[config.mk]
export PLATFORM = sky130hd
export DESIGN_NAME = pll_reset_sequencer
export DESIGN_NICKNAME = d
export VERILOG_FILES = /design/src/rtl/clk_rst_pkg.sv /design/src/rtl/sync_2ff.sv /design/src/rtl/pll_reset_sequencer.sv
export SDC_FILE = /design/constraint.sdc
export NUM_CORES = 1
export LEC_CHECK = 0
export CAP_MARGIN = 10
export CORE_MARGIN = 1
export CORE_UTILIZATION = 40
export CTS_CLUSTER_SIZE = 14
export DETAILED_ROUTE_END_ITERATION = 6
export DONT_BUFFER_PORTS = 1
export PLACE_DENSITY = 0.64
export SYNTH_ARGS = -nofsm -noshare
export SYNTH_HDL_FRONTEND = slang
export SYNTH_SLANG_ARGS = --single-unit
[constraint.sdc]
create_clock -name clkin -period 3.1 [get_ports clkin]
set_input_delay 0.465 -clock clkin [delete_from_list [all_inputs] [get_ports clkin]]
set_output_delay 0.465 -clock clkin [all_outputs]
set_load 0.03 [all_outputs]
[src/rtl/clk_rst_pkg.sv]
// Shared clock/reset types: sequencer state encoding, default timing constants, helpers.
// Latency: n/a (types and constant functions only).
// Backpressure: n/a.
package clk_rst_pkg;

    typedef enum logic [2:0] {
        PLL_RST   = 3'd0,
        WAIT_LOCK = 3'd1,
        STABLE    = 3'd2,
        RELEASE   = 3'd3,
        RUN       = 3'd4
    } seq_state_t;

    localparam int DEF_NUM_CH              = 2;
    localparam int DEF_PLL_RST_CYCLES      = 16;
    localparam int DEF_LOCK_STABLE_CYCLES  = 1024;
    localparam int DEF_LOCK_TIMEOUT_CYCLES = 65536;
    localparam int DEF_STAGGER_CYCLES      = 8;

    function automatic int max_of(input int a, input int b);
        return (a > b) ? a : b;
    endfunction

    function automatic logic [7:0] sat_inc8(input logic [7:0] v);
        return (v == 8'hFF) ? v : v + 8'd1;
    endfunction

endpackage

[src/rtl/sync_2ff.sv]
// Two-flop synchroniser for a single asynchronous level into the clk domain.
// Latency: 2 clk cycles from a stable input to q.
// Backpressure: none; the level is sampled every cycle.
module sync_2ff (
    input  logic clk,
    input  logic rst_n,
    input  logic d,
    output logic q
);

    logic meta_q;
    logic meta_d;
    logic sync_q;
    logic sync_d;

    always_comb begin
        meta_d = d;
        sync_d = meta_q;
    end

    always_ff @(posedge clk or negedge rst_n) begin
        if (!rst_n) begin
            meta_q <= 1'b0;
            sync_q <= 1'b0;
        end else begin
            meta_q <= meta_d;
            sync_q <= sync_d;
        end
    end

    assign q = sync_q;

endmodule

[src/rtl/pll_reset_sequencer.sv]
// PLL reset pulse, lock qualification with timeout retry, staggered channel reset release.
// Latency: 2-cycle lock synchroniser, then registered outputs one edge after each decision.
// Backpressure: none; relock_req is a single-cycle pulse, ignored while the PLL is in reset.
module pll_reset_sequencer
    import clk_rst_pkg::*;
#(
    parameter int NUM_CH              = DEF_NUM_CH,
    parameter int PLL_RST_CYCLES      = DEF_PLL_RST_CYCLES,
    parameter int LOCK_STABLE_CYCLES  = DEF_LOCK_STABLE_CYCLES,
    parameter int LOCK_TIMEOUT_CYCLES = DEF_LOCK_TIMEOUT_CYCLES,
    parameter int STAGGER_CYCLES      = DEF_STAGGER_CYCLES
) (
    input  logic              clkin,
    input  logic              resetn,
    input  logic              pll_locked,
    input  logic              relock_req,
    output logic              pll_rst,
    output logic [NUM_CH-1:0] ch_rst_n,
    output logic              ready,
    output logic [7:0]        lock_loss_cnt,
    output logic [7:0]        retry_cnt
);

    localparam int REL_SPAN = STAGGER_CYCLES * (NUM_CH - 1);
    localparam int MAX_CYC  = max_of(max_of(PLL_RST_CYCLES, LOCK_STABLE_CYCLES),
                                     max_of(LOCK_TIMEOUT_CYCLES, max_of(STAGGER_CYCLES, REL_SPAN)));
    localparam int CW       = $clog2(MAX_CYC) + 1;

    localparam logic [CW-1:0] RST_LAST = CW'(PLL_RST_CYCLES - 1);
    localparam logic [CW-1:0] TO_LAST  = CW'(LOCK_TIMEOUT_CYCLES - 1);
    // The WAIT_LOCK cycle that first sees lock counts toward the stable run.
    localparam logic [CW-1:0] STB_LAST = CW'((LOCK_STABLE_CYCLES >= 2) ? LOCK_STABLE_CYCLES - 2 : 0);
    localparam logic [CW-1:0] REL_LAST = CW'(REL_SPAN);

    logic lk;

    seq_state_t        state_q, state_d;
    logic [CW-1:0]     cnt_q, cnt_d;
    logic              pll_rst_q, pll_rst_d;
    logic [NUM_CH-1:0] ch_rst_n_q, ch_rst_n_d;
    logic              ready_q, ready_d;
    logic [7:0]        loss_q, loss_d;
    logic [7:0]        retry_q, retry_d;

    sync_2ff u_lock_sync (
        .clk   (clkin),
        .rst_n (resetn),
        .d     (pll_locked),
        .q     (lk)
    );

    always_comb begin
        state_d = state_q;
        cnt_d   = cnt_q + CW'(1);
        loss_d  = loss_q;
        retry_d = retry_q;
        case (state_q)
            PLL_RST: begin
                if (cnt_q == RST_LAST) state_d = WAIT_LOCK;
            end
            WAIT_LOCK: begin
                if (relock_req) begin
                    state_d = PLL_RST;
                end else if (lk) begin
                    state_d = (LOCK_STABLE_CYCLES == 1) ? RELEASE : STABLE;
                end else if (cnt_q == TO_LAST) begin
                    state_d = PLL_RST;
                    retry_d = sat_inc8(retry_q);
                end
            end
            STABLE: begin
                if (relock_req)            state_d = PLL_RST;
                else if (!lk)              state_d = WAIT_LOCK;
                else if (cnt_q == STB_LAST) state_d = RELEASE;
            end
            RELEASE: begin
                if (!lk || relock_req)     state_d = PLL_RST;
                else if (cnt_q == REL_LAST) state_d = RUN;
            end
            RUN: begin
                cnt_d = cnt_q;
                if (!lk) begin
                    state_d = PLL_RST;
                    loss_d  = sat_inc8(loss_q);
                end else if (relock_req) begin
                    state_d = PLL_RST;
                end
            end
            default: state_d = PLL_RST;
        endcase
        if (state_d != state_q) cnt_d = '0;
    end

    // Outputs are decoded from the next state so they update on the same edge as the FSM.
    always_comb begin
        pll_rst_d  = (state_d == PLL_RST);
        ready_d    = (state_d == RUN);
        ch_rst_n_d = '0;
        for (int i = 0; i < NUM_CH; i++) begin
            ch_rst_n_d[i] = (state_d == RUN) ||
                            ((state_d == RELEASE) && (cnt_d >= CW'(i * STAGGER_CYCLES)));
        end
    end

    always_ff @(posedge clkin or negedge resetn) begin
        if (!resetn) begin
            state_q    <= PLL_RST;
            cnt_q      <= '0;
            pll_rst_q  <= 1'b1;
            ch_rst_n_q <= '0;
            ready_q    <= 1'b0;
            loss_q     <= 8'd0;
            retry_q    <= 8'd0;
        end else begin
            state_q    <= state_d;
            cnt_q      <= cnt_d;
            pll_rst_q  <= pll_rst_d;
            ch_rst_n_q <= ch_rst_n_d;
            ready_q    <= ready_d;
            loss_q     <= loss_d;
            retry_q    <= retry_d;
        end
    end

    assign pll_rst       = pll_rst_q;
    assign ch_rst_n      = ch_rst_n_q;
    assign ready         = ready_q;
    assign lock_loss_cnt = loss_q;
    assign retry_cnt     = retry_q;

endmodule

Word level (Yosys, flattened, before mapping)
Index checks and enable logic that the tools add are counted.
{"block": "word_totals", "output_inout_bits": 20, "elab_cells": 55, "reg_bits": 42}
{"block": "op_classes", "n_reduce_logical": 10, "n_bitwise": 4, "eq_ne": 13, "n_mux": 14, "order_cmp": 2, "addsub": 3}
{"op": "equality test 17 x 4 -> 1 bit (second input constant)", "n": 2}
{"op": "two-way mux 17 bit", "n": 2}
{"op": "two-way mux 3 bit", "n": 11}
{"op": "adder 17 x 1 -> 17 bit (second input constant)", "n": 1}
{"op": "equality test 17 x 10 -> 1 bit (second input constant)", "n": 1}
{"op": "equality test 17 x 16 -> 1 bit (second input constant)", "n": 1}
{"op": ">= comparator 17 x 1 -> 1 bit (second input constant)", "n": 1}
{"op": ">= comparator 17 x 4 -> 1 bit (second input constant)", "n": 1}
{"op": "adder 8 x 1 -> 8 bit (second input constant)", "n": 2}
{"op": "equality test 8 bit (second input constant)", "n": 2}
{"op": "one-hot mux 3 bit (5 select lines)", "n": 1}
{"op": "equality test 3 x 2 -> 1 bit (second input constant)", "n": 3}
{"op": "equality test 3 bit (second input constant)", "n": 2}
{"op": "zero test 3 bit", "n": 2}
{"op": "AND reduction 5 bit", "n": 1}
{"op": "inverter 1 bit", "n": 4}
{"op": "equality test 3 x 1 -> 1 bit (second input constant)", "n": 1}
{"op": "logical OR 1 bit", "n": 3}
{"op": "inequality test 3 bit", "n": 1}
{"op": "AND reduction 3 bit", "n": 1}
{"op": "logical AND 1 bit", "n": 2}
{"op": "zero test 1 bit", "n": 1}

Logic depth before layout (Yosys ltp)
{"block": "depth", "word_depth": 10, "depth_mapped": 12, "ltp_nobuf": 10}

Cells and area by module
Synthesis repeated with hierarchy kept, for this count alone.
{"block": "hier_totals", "hier_cells": 235, "hier_area_um2": 2277.2}
{"mod": "pll_reset_sequencer", "area_each_um2": 2227.1, "cells_each": 233, "instances": 1}
{"mod": "sync_2ff", "area_each_um2": 50.0, "cells_each": 2, "instances": 1}

Worst setup path after synthesis
OpenSTA, ideal clock, no wires.
{"block": "synth_timing", "path_kind": "reg-to-reg", "start": "register cnt_q[1]", "end": "register cnt_q[12]", "path_stages_with_launch": 12, "n_path_buf": 1, "path_slack_ps": 889, "t_arrival_ps": 2139, "path_cell_list": "dfrtp_1 ha_1 and3_1 and4_1 ha_1 or3_1 a21boi_0 o31ai_1 o31ai_2 nand2_4 buf_6 nor2_1"}
{"block": "synth_between", "elab_chain_cells": 7}
{"element": "from (decl)", "line_no": "pll_reset_sequencer.sv:38", "text": "logic [CW-1:0] cnt_q, cnt_d;"}
{"element": "from (signal assigned)", "line_no": "pll_reset_sequencer.sv:116", "text": "cnt_q <= cnt_d;"}
{"element": "equality test 17 x 10 -> 1 bit / equality test 17 x 16 -> 1 bit (equally long branches)", "line_no": "pll_reset_sequencer.sv:74, pll_reset_sequencer.sv:66"}
{"element": "two-way mux 3 bit (on tied branches)", "line_no": "pll_reset_sequencer.sv:74, pll_reset_sequencer.sv:66"}
{"element": "two-way mux 3 bit (on tied branches)", "line_no": "pll_reset_sequencer.sv:73, pll_reset_sequencer.sv:64"}
{"element": "two-way mux 3 bit (on tied branches)", "line_no": "pll_reset_sequencer.sv:72, pll_reset_sequencer.sv:62"}
{"element": "one-hot mux 3 bit (5 select lines)", "line_no": "pll_reset_sequencer.sv:57", "text": "case (state_q)"}
{"element": "inequality test 3 bit", "line_no": "pll_reset_sequencer.sv:91", "text": "if (state_d != state_q) cnt_d = '0;"}
{"element": "two-way mux 17 bit (*)", "line_no": "pll_reset_sequencer.sv:91"}
{"element": "named net cnt_d[12]", "line_no": "pll_reset_sequencer.sv:38"}
The timed path passes the listed nets; every way through them passes the cells marked *.
A chain may end at the register's enable or synchronous reset.

Worst setup path after layout
{"block": "layout_timing", "start": "register cnt_q[6]", "end": "register cnt_q[1]"}
{"block": "layout_between", "elab_chain_cells": 7}
{"element": "equality test 17 x 10 -> 1 bit / equality test 17 x 16 -> 1 bit (equally long branches)", "line_no": "pll_reset_sequencer.sv:74, pll_reset_sequencer.sv:66"}
{"element": "two-way mux 3 bit (on tied branches)", "line_no": "pll_reset_sequencer.sv:74, pll_reset_sequencer.sv:66"}
{"element": "two-way mux 3 bit (on tied branches)", "line_no": "pll_reset_sequencer.sv:73, pll_reset_sequencer.sv:64"}
{"element": "two-way mux 3 bit (on tied branches)", "line_no": "pll_reset_sequencer.sv:72, pll_reset_sequencer.sv:62"}
{"element": "one-hot mux 3 bit (5 select lines) (*)", "line_no": "pll_reset_sequencer.sv:57"}
{"element": "inequality test 3 bit (*)", "line_no": "pll_reset_sequencer.sv:91"}
{"element": "two-way mux 17 bit (*)", "line_no": "pll_reset_sequencer.sv:91"}
{"element": "named net cnt_d[1]", "line_no": "pll_reset_sequencer.sv:38"}
Marks and branches as above.

==> metrics <==
Final Hold Viols 1; crit path buf inv count 0; DP Wirelength 2950 µm; RR Endpoint cnt_q[1]$_DFF_PN0_; initial antenna violation count 0; I/O pin cnt 24; Synth Flop Type dfrtp_1; clock slew at reported path FFs 0.08 ns; Static Leak 0.00112 µW; Cell Area, Synth 2240 µm²; switching share of power 25.5%; number of diodes 0; Max Fclk 416 MHz; crit-path cells nand4_1 > nor2_1 > and4_1 > ha_1 > or3_1 > a21boi_0 > o31ai_1 > o31ai_2 > nand2_4 > a21oi_1; largest family of logic cells by synthesized area simple AND/OR/NAND/NOR gates; reg2reg path depth 10; clk_lat worst skew 0.29 ns; Crit path max-delay family simple AND/OR/NAND/NOR gates; xor/xnor share of the synthesized area 12.5%; hold slack -0.000109 ns; gp weighted congestion 0.885; syn avg cell area 9.48 µm²; Slew HR 47.1%; grt ovf 0; Period minus WS final 2.40 ns; initial drt markers 75; register share of total power 51.7%; ANT nets after route 0; CTS Buffer Depth 2; core area 5240 µm²; Net Sw Power 308 µW; clk_skew 0.00745 ns; Avg WL per Cell 13.6 µm; status complete, but fails checks; # setup viols final 0; GRT Total Usage 16.1%; adder-cell share of the synthesized area 3.36%; Internal Pwr Total 899 µW; CTS Buf Count 5; crit start category flip-flop; clock group share of total power 36.5%; part of the power in combinational logic 11.8%; Power Dens Cells 499 nW/µm²; share of cells above drive strength 1 6.75%; Filler cells 489; Post-route DRC 0; simple-gate share of the synthesized area 26.6%; Slew Limit Fails 0; critical path class reg2reg; Worst path depth 10; die span in y 76.8 µm; setup_tns 0 ns; R2R Setup Slk 0.70 ns; critical path peak fanout 17; via count 1647; Critical Path RT 3.31 ns; first-pass GRT wire length 7540 µm; Crit path largest cell delay 0.48 ns; CTS tree built; number of flops mapped to enable cells by yosys 0; VDD IR-drop max 0.209 mV; drt total wl 4190 µm; layout overhead on the synthesized area 8.17%; DIE AREA 5900 µm²; number of global-route vias before repair 1617; multiplexer area fraction after synthesis 0.503%; die width 76.8 µm; post-synthesis sequential element count 42; largest net degree at the start of global routing 42; sequential share of the synthesized area 47.0%; period utilization 77.5%; 1st-pass router iterations 5; Final nets 246; CP Capture Type flip-flop; H-tree depth 2; Least-Margin Pin Slew 0.786 ns; Clock Sinks 42; Syn Nets 246; Synth Warn # 0; Initial Util 42.7%; violated checks hold timing; slowest CP cell dfrtp_1; Post-CTS Resized 0; # rows 26; worst slack, placed 0.729 ns; async set or reset register ratio after synthesis 100%; max cap viols 0; final core utilization 46.2%; Min-Delay Path Class in2async; number of port buffers 0; placed cell count 297; Mapped Cells 236; post-route insts no fill 307; compound-gate portion of the synthesized area 6.71%; Root Driver clkbuf_8; Via density 5.36; Setup WS post-layout 0.697 ns; Worst R2R Start cnt_q[6]$_DFF_PN0_; RSZ-0062 raised after global routing false; arrival time of the worst setup path 2.62 ns; Cell variety after synth 42
final cells by class:
class / count / area, µm² / area share, %
clock buffer: 7 / 86.3 / 3.57
multi-input combinational: 179 / 1110 / 45.9
sequential: 42 / 1050 / 43.5
clock inverter: 1 / 30.0 / 1.24
timing repair buffer: 2 / 30.0 / 1.24
inverter: 6 / 22.5 / 0.931
tap: 70 / 87.6 / 3.62
power by group through the flow:
stage,logic (µW),clock network [µW],registers [µW]
2_1_floorplan,128,0,612
3_3_place_gp,130,0,632
3_5_place_dp,130,0,634
4_1_cts,144,459,623
5_1_grt,168,483,631
6_report,142,441,624
repair_timing:
action / CTS / global route
hold buffers: 1 / 1
buffers inserted: 0 / 0
hold endpoints to repair: 41 / 1
metrics by stage:
step / total power [µW] / hold slack (ns) / cell area (µm²)
finish: 1210 / -0.000109 / 2420
CTS: 1230 / 0.00465 / 2410
global placement: 762 / 0.171 / 2270
global route: 1280 / 0.00482 / 2420
detailed placement: 764 / 0.170 / 2270
floorplan: 740 / 0.169 / 2240
synth_stat cells, types with 3 or more instances:
cell type | n | area share (%)
clkbuf_1 | 5 | 0.84
inv_1 | 6 | 1.0
xnor2_1 | 19 | 7.4
a21oi_1 | 4 | 0.89
nand4_1 | 12 | 3.4
nor2_1 | 35 | 5.9
ha_1 | 6 | 3.4
nand2_1 | 25 | 4.2
xor2_1 | 13 | 5.1
dfrtp_1 | 41 | 46
and3_1 | 6 | 1.7
nor3_1 | 11 | 2.5
o21ai_0 | 4 | 0.89
a31oi_1 | 3 | 0.84
nor4_1 | 3 | 0.84
nand3_1 | 10 | 2.2
worst max-delay path by stage:
stage / start / to / slack (ns)
6_report: cnt_q[6]$_DFF_PN0_ / cnt_q[1]$_DFF_PN0_ / 0.70
3_3_place_gp: cnt_q[1]$_DFF_PN0_ / cnt_q[1]$_DFF_PN0_ / 0.78
5_1_grt: state_q[1]$_DFF_PN0_ / ch_rst_n[1]$_DFF_PN0_ / 0.39
2_1_floorplan: cnt_q[1]$_DFF_PN0_ / cnt_q[12]$_DFF_PN0_ / 0.89
4_1_cts: cnt_q[6]$_DFF_PN0_ / cnt_q[1]$_DFF_PN0_ / 0.70
3_5_place_dp: cnt_q[6]$_DFF_PN0_ / cnt_q[1]$_DFF_PN0_ / 0.73
layer usage:
layer | GRT usage [%] | up-vias | part of all wire [%]
li1 | - | 815 | -
met1 | 20.2 | 780 | 47
met2 | 25.7 | 46 | 46
met3 | 5.24 | 6 | 5.1
met4 | 5.96 | 0 | 1.5
met5 | 0 | - | 0
logic make-up after synthesis:
| kind of cell | after synthesis |
|---|---|
| xor gates and xnor gates | 32 |
| muxes | 1 |
| adders and majority gates | 6 |
| AOI/OAI and AO/OA | 22 |
| DFF | 42 |
| and+or+nand+nor | 118 |
| buffers and inverters | 15 |
state kept, by name, summed over array words and instances (netlist names):
signal,count
state_q,3
ready,1
lock_loss_cnt,8
u_lock_sync.q,1
ch_rst_n,2
cnt_q,17
u_lock_sync.meta_q,1
pll_rst,1
retry_cnt,8
layout by cell type (no fill, tap or decap), types with 10 or more instances in the layout:
cell type  netlist  routed
xnor2_1         19      19
nand3_1         10      10
dfrtp_1         41      41
nor2_1          35      35
xor2_1          13      13
nand4_1         12      12
nor3_1          11      11
nand2_1         25      25
Power figures use the tool's default switching activity.
